===== src/rtl/fifo_value_reader_if.sv =====
// fifo_value_reader_if: FIFO read side plus consumer handshake of the value reader
//   master (reader): drives rdreq, dataOut, valid, primed, wordCount; samples rdempty, q, ready
//   slave (FIFO/consumer side): the mirror image
interface fifo_value_reader_if #(
    parameter int WIDTH     = 8,
    parameter int CNT_WIDTH = 16
);
    logic                 rdempty;
    logic                 rdreq;
    logic [WIDTH-1:0]     q;
    logic [WIDTH-1:0]     dataOut;
    logic                 valid;
    logic                 ready;
    logic                 primed;
    logic [CNT_WIDTH-1:0] wordCount;
    modport master (input rdempty, q, ready, output rdreq, dataOut, valid, primed, wordCount);
    modport slave (output rdempty, q, ready, input rdreq, dataOut, valid, primed, wordCount);
endinterface


===== src/rtl/fifo_value_reader.sv =====
// fifo_value_reader: pops a non-show-ahead dual-clock FIFO one word at a time and offers it downstream
//   clk, reset_n (sync, active low)
//   bus.rdempty/rdreq/q : FIFO read port, rdreq registered, q valid the cycle after acceptance
//   bus.dataOut/valid/ready : captured value with valid/ready handshake
//   bus.primed : a word has been captured since reset; bus.wordCount : words popped, wraps
module fifo_value_reader #(
    parameter int WIDTH        = 8,
    parameter int CNT_WIDTH    = 16,
    parameter int MIN_HOLD     = 0,
    parameter int DROP_REPEATS = 0
) (
    input logic                 clk,
    input logic                 reset_n,
    fifo_value_reader_if.master bus
);
    localparam int HOLD_W = MIN_HOLD > 0 ? $clog2(MIN_HOLD + 1) : 1;
    localparam logic [HOLD_W-1:0] HOLD_INIT = HOLD_W'(MIN_HOLD);
    typedef enum logic [2:0] {IDLE, REQ, WAIT, OFFER, HOLD} state_t;
    state_t               state_q, state_d;
    logic                 rdreq_q, rdreq_d;
    logic                 valid_q, valid_d;
    logic                 primed_q, primed_d;
    logic [WIDTH-1:0]     data_q, data_d;
    logic [CNT_WIDTH-1:0] cnt_q, cnt_d;
    logic [HOLD_W-1:0]    hold_q, hold_d;
    logic                 drop;
    // a repeat only counts once something real has been captured, so a first word of 0 is kept
    assign drop = DROP_REPEATS != 0 && primed_q && bus.q == data_q;
    always_comb begin
        state_d  = state_q;
        rdreq_d  = rdreq_q;
        valid_d  = valid_q;
        primed_d = primed_q;
        data_d   = data_q;
        cnt_d    = cnt_q;
        hold_d   = hold_q;
        case (state_q)
            IDLE: begin
                rdreq_d = !bus.rdempty;
                state_d = bus.rdempty ? IDLE : REQ;
            end
            REQ: begin
                rdreq_d = 1'b0;
                state_d = WAIT;
            end
            WAIT: begin
                cnt_d  = cnt_q + 1'b1;
                hold_d = HOLD_INIT;
                if (drop) begin
                    state_d = MIN_HOLD > 0 ? HOLD : IDLE;
                end else begin
                    data_d   = bus.q;
                    valid_d  = 1'b1;
                    primed_d = 1'b1;
                    state_d  = OFFER;
                end
            end
            OFFER: begin
                hold_d = HOLD_INIT;
                if (bus.ready) begin
                    valid_d = 1'b0;
                    state_d = MIN_HOLD > 0 ? HOLD : IDLE;
                end
            end
            HOLD: begin
                hold_d  = hold_q - 1'b1;
                state_d = hold_q <= HOLD_W'(1) ? IDLE : HOLD;
            end
            default: state_d = IDLE;
        endcase
    end
    always_ff @(posedge clk) begin
        if (!reset_n) begin
            state_q  <= IDLE;
            rdreq_q  <= 1'b0;
            valid_q  <= 1'b0;
            primed_q <= 1'b0;
            data_q   <= '0;
            cnt_q    <= '0;
            hold_q   <= '0;
        end else begin
            state_q  <= state_d;
            rdreq_q  <= rdreq_d;
            valid_q  <= valid_d;
            primed_q <= primed_d;
            data_q   <= data_d;
            cnt_q    <= cnt_d;
            hold_q   <= hold_d;
        end
    end
    assign bus.rdreq     = rdreq_q;
    assign bus.valid     = valid_q;
    assign bus.primed    = primed_q;
    assign bus.dataOut   = data_q;
    assign bus.wordCount = cnt_q;
endmodule


===== src/flat_wrapper.sv =====
// flat-port wrapper written by rule: the top's interface ports become plain ports
module fifo_value_reader_flat 
#(
    parameter int WIDTH        = 8,
    parameter int CNT_WIDTH    = 16,
    parameter int MIN_HOLD     = 0,
    parameter int DROP_REPEATS = 0
)
  (clk, reset_n, bus_rdempty, bus_q, bus_ready, bus_rdreq, bus_dataOut, bus_valid, bus_primed, bus_wordCount);
  fifo_value_reader_if #(.WIDTH(WIDTH), .CNT_WIDTH(CNT_WIDTH)) bus_i ();
  input logic clk;
  input logic reset_n;
  input wire logic [$bits(bus_i.rdempty)-1:0] bus_rdempty;
  input wire logic [$bits(bus_i.q)-1:0] bus_q;
  input wire logic [$bits(bus_i.ready)-1:0] bus_ready;
  output wire logic [$bits(bus_i.rdreq)-1:0] bus_rdreq;
  output wire logic [$bits(bus_i.dataOut)-1:0] bus_dataOut;
  output wire logic [$bits(bus_i.valid)-1:0] bus_valid;
  output wire logic [$bits(bus_i.primed)-1:0] bus_primed;
  output wire logic [$bits(bus_i.wordCount)-1:0] bus_wordCount;
  assign bus_i.rdempty = bus_rdempty;
  assign bus_i.q = bus_q;
  assign bus_i.ready = bus_ready;
  assign bus_rdreq = bus_i.rdreq;
  assign bus_dataOut = bus_i.dataOut;
  assign bus_valid = bus_i.valid;
  assign bus_primed = bus_i.primed;
  assign bus_wordCount = bus_i.wordCount;
  fifo_value_reader #(.WIDTH(WIDTH), .CNT_WIDTH(CNT_WIDTH), .MIN_HOLD(MIN_HOLD), .DROP_REPEATS(DROP_REPEATS)) u_core (.clk(clk), .reset_n(reset_n), .bus(bus_i));
endmodule

===== config.mk =====
export PLATFORM = sky130hd
export DESIGN_NAME = fifo_value_reader_flat
export DESIGN_NICKNAME = d
export VERILOG_FILES = /design/src/rtl/fifo_value_reader_if.sv /design/src/rtl/fifo_value_reader.sv /design/src/flat_wrapper.sv
export SDC_FILE = /design/constraint.sdc
export NUM_CORES = 1
export LEC_CHECK = 0
export BUFFER_PORTS_ARGS = -buffer_cell sky130_fd_sc_hd__clkbuf_2
export CORE_MARGIN = 3
export CORE_UTILIZATION = 49
export DETAILED_ROUTE_END_ITERATION = 8
export PLACE_DENSITY_LB_ADDON = 0.2
export SYNTH_ARGS = -nofsm -noshare
export SYNTH_HDL_FRONTEND = slang
export SYNTH_SLANG_ARGS = --single-unit

===== constraint.sdc =====
create_clock -name clk -period 2.1 [get_ports clk]
set_clock_uncertainty 0.05 [all_clocks]
set_input_delay 0.42 -clock clk [delete_from_list [all_inputs] [get_ports clk]]
set_output_delay 0.42 -clock clk [all_outputs]
set_load 0.02 [all_outputs]

### Yosys cells after proc, flatten, opt, wreduce, memory -nomap -nowiden

Index checks and enable logic that the tools add are counted.

* register bits after elaboration: 31
* bits of input ports: 12
* output and inout port bits: 27
* word-level logic and storage cells: 30

* add/sub/neg operators: 2
* magnitude comparators: 1
* equality and inequality tests: 5
* multiplexer cells: 8
* reduce and logical (&&, ||, !) cells: 7

Operators by type and width (count)
* $add A16 B1 Y16 const B: 1
* $pmux W3 S5: 1
* $eq A3 B2 Y1 const B: 2
* $mux W3: 2
* $pmux W1 S2: 3
* $reduce_bool A2 Y1: 3
* $eq A3 B1 Y1 const B: 1
* $eq A3 B3 Y1 const B: 1
* $logic_not A3 Y1: 1
* $mux W1: 2
* $ne A2 B2 Y1 const B: 1
* $reduce_and A2 Y1: 1
* $reduce_or A2 Y1: 1
* $le A1 B1 Y1 const B: 1
* $logic_not A1 Y1: 1
* $sub A1 B1 Y1 const B: 1

### Depth between registers and ports, before layout

* depth in word-level cells: 3
* depth in mapped cells: 7
* depth with buffers taken out: 5

### Worst setup path after synthesis

No wires, ideal clock.

* path type: register to register
* start point: register u_core.state_q[0]
* end point: register u_core.cnt_q[11], in the netlist u_core.bus.wordCount[11]
* library setup time: 0.071 ns
* arrival: 1.532 ns
* data required time: 1.979 ns
* setup slack: 0.448 ns
* cell stages (with the launch flop): 8
* path buffers: 2
* period minus slack after synthesis: 1.652 ns
* path through: dfxtp_1 -> inv_1 -> ha_1 -> buf_4 -> nand4_2 -> buf_6 -> or4_1 -> a21oi_1

* cells in the longest elaborated chain, start to end: 1

Ends and longest elaborated chain
* start: declaration: RTL line fifo_value_reader.sv:19 `state_t state_q, state_d;`
* start signal: assignment: RTL line fifo_value_reader.sv:82 `state_q <= state_d;`
* $eq A3 B2 Y1: RTL line fifo_value_reader.sv:37 `case (state_q)`
* end signal: assignment: RTL line fifo_value_reader.sv:87 `cnt_q <= cnt_d;`
* end: declaration: RTL line fifo_value_reader.sv:24 `logic [CNT_WIDTH-1:0] cnt_q, cnt_d;`

Every way passes these cells.
A chain may end at the register's enable or synchronous reset.

### Final worst setup path

* start point: register u_core.cnt_q[4], in the netlist u_core.bus.wordCount[4]
* end point: register u_core.cnt_q[10], in the netlist u_core.bus.wordCount[10]

* cells in the longest elaborated chain, start to end: 1

Ends and longest elaborated chain
* $add A16 B1 Y16: RTL line fifo_value_reader.sv:47 `cnt_d = cnt_q + 1'b1;`

Every way passes these cells.

==> results.sh <==
export IMPL_die_h_um=56.89
export IMPL_maxCapViolations=0
export IMPL_grt_pass1_vias=903
export IMPL_routed_wl_um=2519
export IMPL_finalHoldViolCount=0
export IMPL_synth_nets=154
export IMPL_antenna_found_initial=0
export IMPL_grt_overflow=0
export IMPL_yosys_area_top_type="dfxtp_1"
export IMPL_ys_ff_latch=29
export IMPL_critPathLaunchType="register"
export IMPL_die_area_sq_um=3236
export IMPL_cp_end_kind="register"
export IMPL_dp_hpwl_um=1850
export IMPL_drt_first_pass_iters=4
export IMPL_max_freq_ghz=0.5755
export IMPL_seqCellArea_sq_um=580.6
export IMPL_timing_final_crit_share_pct=82.74
export IMPL_core_sq_um=2340
export IMPL_critical_path_peak_fanout=14
export IMPL_syn_inst=137
export IMPL_fin_crit_ps=1738
export IMPL_grt_max_degree=17
export IMPL_clk_pin_slew_ps=90
export IMPL_portBuffers=38
export IMPL_relSlewSlack_pct=68.41
export IMPL_ant_nets=0
export IMPL_whs_ps=257.0
export IMPL_vias=1101
export IMPL_routedWlPerCell_um=12.23
export IMPL_cts_sinks=29
export IMPL_insertion_delay_ps=320
export IMPL_grt_pass1_wl_um=4071
export IMPL_antenna_cells=0
export IMPL_ys_types=24
export IMPL_final_area_sq_um=1528
export IMPL_layout_drive_gt1_share_pct=26.40
export IMPL_root_buffer="clkbuf_4"
export IMPL_cts_setup_buffers=0
export IMPL_first_iter_violations=30
export IMPL_utilization_pct=65.29
export IMPL_synth_area_per_cell_sq_um=9.261
export IMPL_hold_buffers=0
export IMPL_track_usage_pct=16.44
export IMPL_drc=0
export IMPL_multi_input_area_sq_um=629.4
export IMPL_path_class="register to register"
export IMPL_routabilityCongestion=0.7682
export IMPL_cts_resized=0
export IMPL_netlist_area_leader_share_pct=45.76
export IMPL_slew_viol_final=0
export IMPL_ioPinCount=39
export IMPL_cts_buffers=5
export IMPL_power_density_nw_per_um2=902.3
export IMPL_p_leak_nw=0.6528
export IMPL_dpl_instance_area_sq_um=1473
export IMPL_setup_violations=0
export IMPL_fin_nets=195
export IMPL_cts_tree="done"
export IMPL_yosys_warnings=0
export IMPL_synth_area_leaders="dfxtp_1, mux2i_1, nor2_1"
export IMPL_initial_core_util_pct=54.22
export IMPL_synth_seq_area_share_pct=45.76
export IMPL_status="finished clean"
export IMPL_cp_arrival_ps=1940
export IMPL_core_rowCount=17
export IMPL_vias_per_cell=5.345
export IMPL_htreeDepth=2
export IMPL_area_delta_synth_final_pct=20.41
export IMPL_peakVddDrop_mv=0.7481
export IMPL_syn_cell_area_sq_um=1269
export IMPL_cp_required_ps=2310
export IMPL_cts_max_path_buffers=2
export IMPL_rsz0062_at_grt="no"
export IMPL_worstHoldPathType="input port to register"
export IMPL_fp_dieW_um=56.89
export IMPL_fillers=219
export IMPL_finalSetupTns_ps=0
export IMPL_max_slew_worst_pin_slew_ps=473.3
==> registers in the layout, indices dropped and copies added, names as in the netlist <==
signal                cells
u_core.bus.dataOut        8
u_core.bus.primed         1
u_core.bus.rdreq          1
u_core.bus.valid          1
u_core.bus.wordCount     16
u_core.state_q            2
==> layout make-up <==
type                       count  area share (%)
clock buffer                   7           3.604
inverter                       6           1.474
multi-input combinational     96           41.20
sequential                    29           38.00
tap                           28           2.293
timing repair buffer          40           13.43
==> cells by family (layout without fill, tap and decap cells) <==
logic type,after synthesis,in the layout,synth area share [%]
AOI/OAI and AO/OA,17,17,7.791
xor gates and xnor gates,4,4,2.762
adders and majority gates,5,5,4.931
buffers and inverters,12,53,4.635
DFF,29,29,45.76
muxes,15,15,11.83
and+or+nand+nor,55,55,22.29
==> metal layers <==
| layer | global-route usage, % | wire, um | vias up |
|---|---|---|---|
| li1 | - | - | 565 |
| met1 | 20.22 | 1151 | 499 |
| met2 | 23.33 | 1128 | 30 |
| met3 | 7.816 | 179 | 7 |
| met4 | 8.940 | 59 | 0 |
| met5 | 0 | 0 | - |
==> synthesized netlist by cell type <==
master / n
a21oi_1: 9
inv_1: 6
nor2_1: 18
o21ai_0: 3
nand2_1: 9
buf_2: 2
or3_1: 3
nand2b_1: 5
nand4_2: 1
nor4_1: 4
o31ai_1: 4
buf_4: 1
buf_6: 1
nand3_1: 4
ha_1: 5
mux2i_1: 15
a2111oi_0: 1
nor2b_1: 2
xnor2_1: 1
or4_1: 4
clkbuf_1: 2
dfxtp_1: 29
xor2_1: 3
nand4_1: 5
==> cell usage in the layout (no fill, tap or decap), drive strengths merged, types with 4 or more instances in the layout <==
cell / synthesis / routed
nand2b: 5 / 5
nand3: 4 / 4
nand4: 6 / 6
nand2: 9 / 9
clkbuf: 2 / 45
mux2i: 15 / 15
nor2: 18 / 18
nor4: 4 / 4
o31ai: 4 / 4
ha: 5 / 5
inv: 6 / 6
a21oi: 9 / 9
dfxtp: 29 / 29
or4: 4 / 4
==> path summary, 6_finish.rpt <==
path | start | endpoint | slack, ps | cells after the start
setup reg to reg | u_core.bus.wordCount[4]$_SDFFE_PN0P_ | u_core.bus.wordCount[10]$_SDFFE_PN0P_ | 360 | 3
hold / removal | bus_rdempty | u_core.bus.rdreq$_SDFFE_PN0P_ | 260 | 2
setup / recovery | u_core.bus.wordCount[4]$_SDFFE_PN0P_ | u_core.bus.wordCount[10]$_SDFFE_PN0P_ | 360 | 3
hold reg to reg | u_core.bus.primed$_SDFFE_PN0P_ | u_core.bus.primed$_SDFFE_PN0P_ | 420 | 2
==> where the power goes <==
group	switching, mW	internal (mW)
Clock	0.182	0.158
Sequential	0.0531	0.618
Combinational	0.213	0.155
Total	0.448	0.931
==> worst max-delay path, stage by stage, from the launching register on <==
cell	delay, ps
dfxtp_1	430
nand4_1	420
or4_1	630
a21oi_1	150
==> through the flow <==
step           cells  power [mW]  setup slack (ps)
4_1_cts          206       1.393             363.5
6_report         206       1.378             362.4
3_3_place_gp     199       1.042             441.7
3_5_place_dp     199       1.055             384.6
5_1_grt          206       1.460             191.8
2_1_floorplan    137      0.9497             447.7
(Power assumes the default switching activity.)
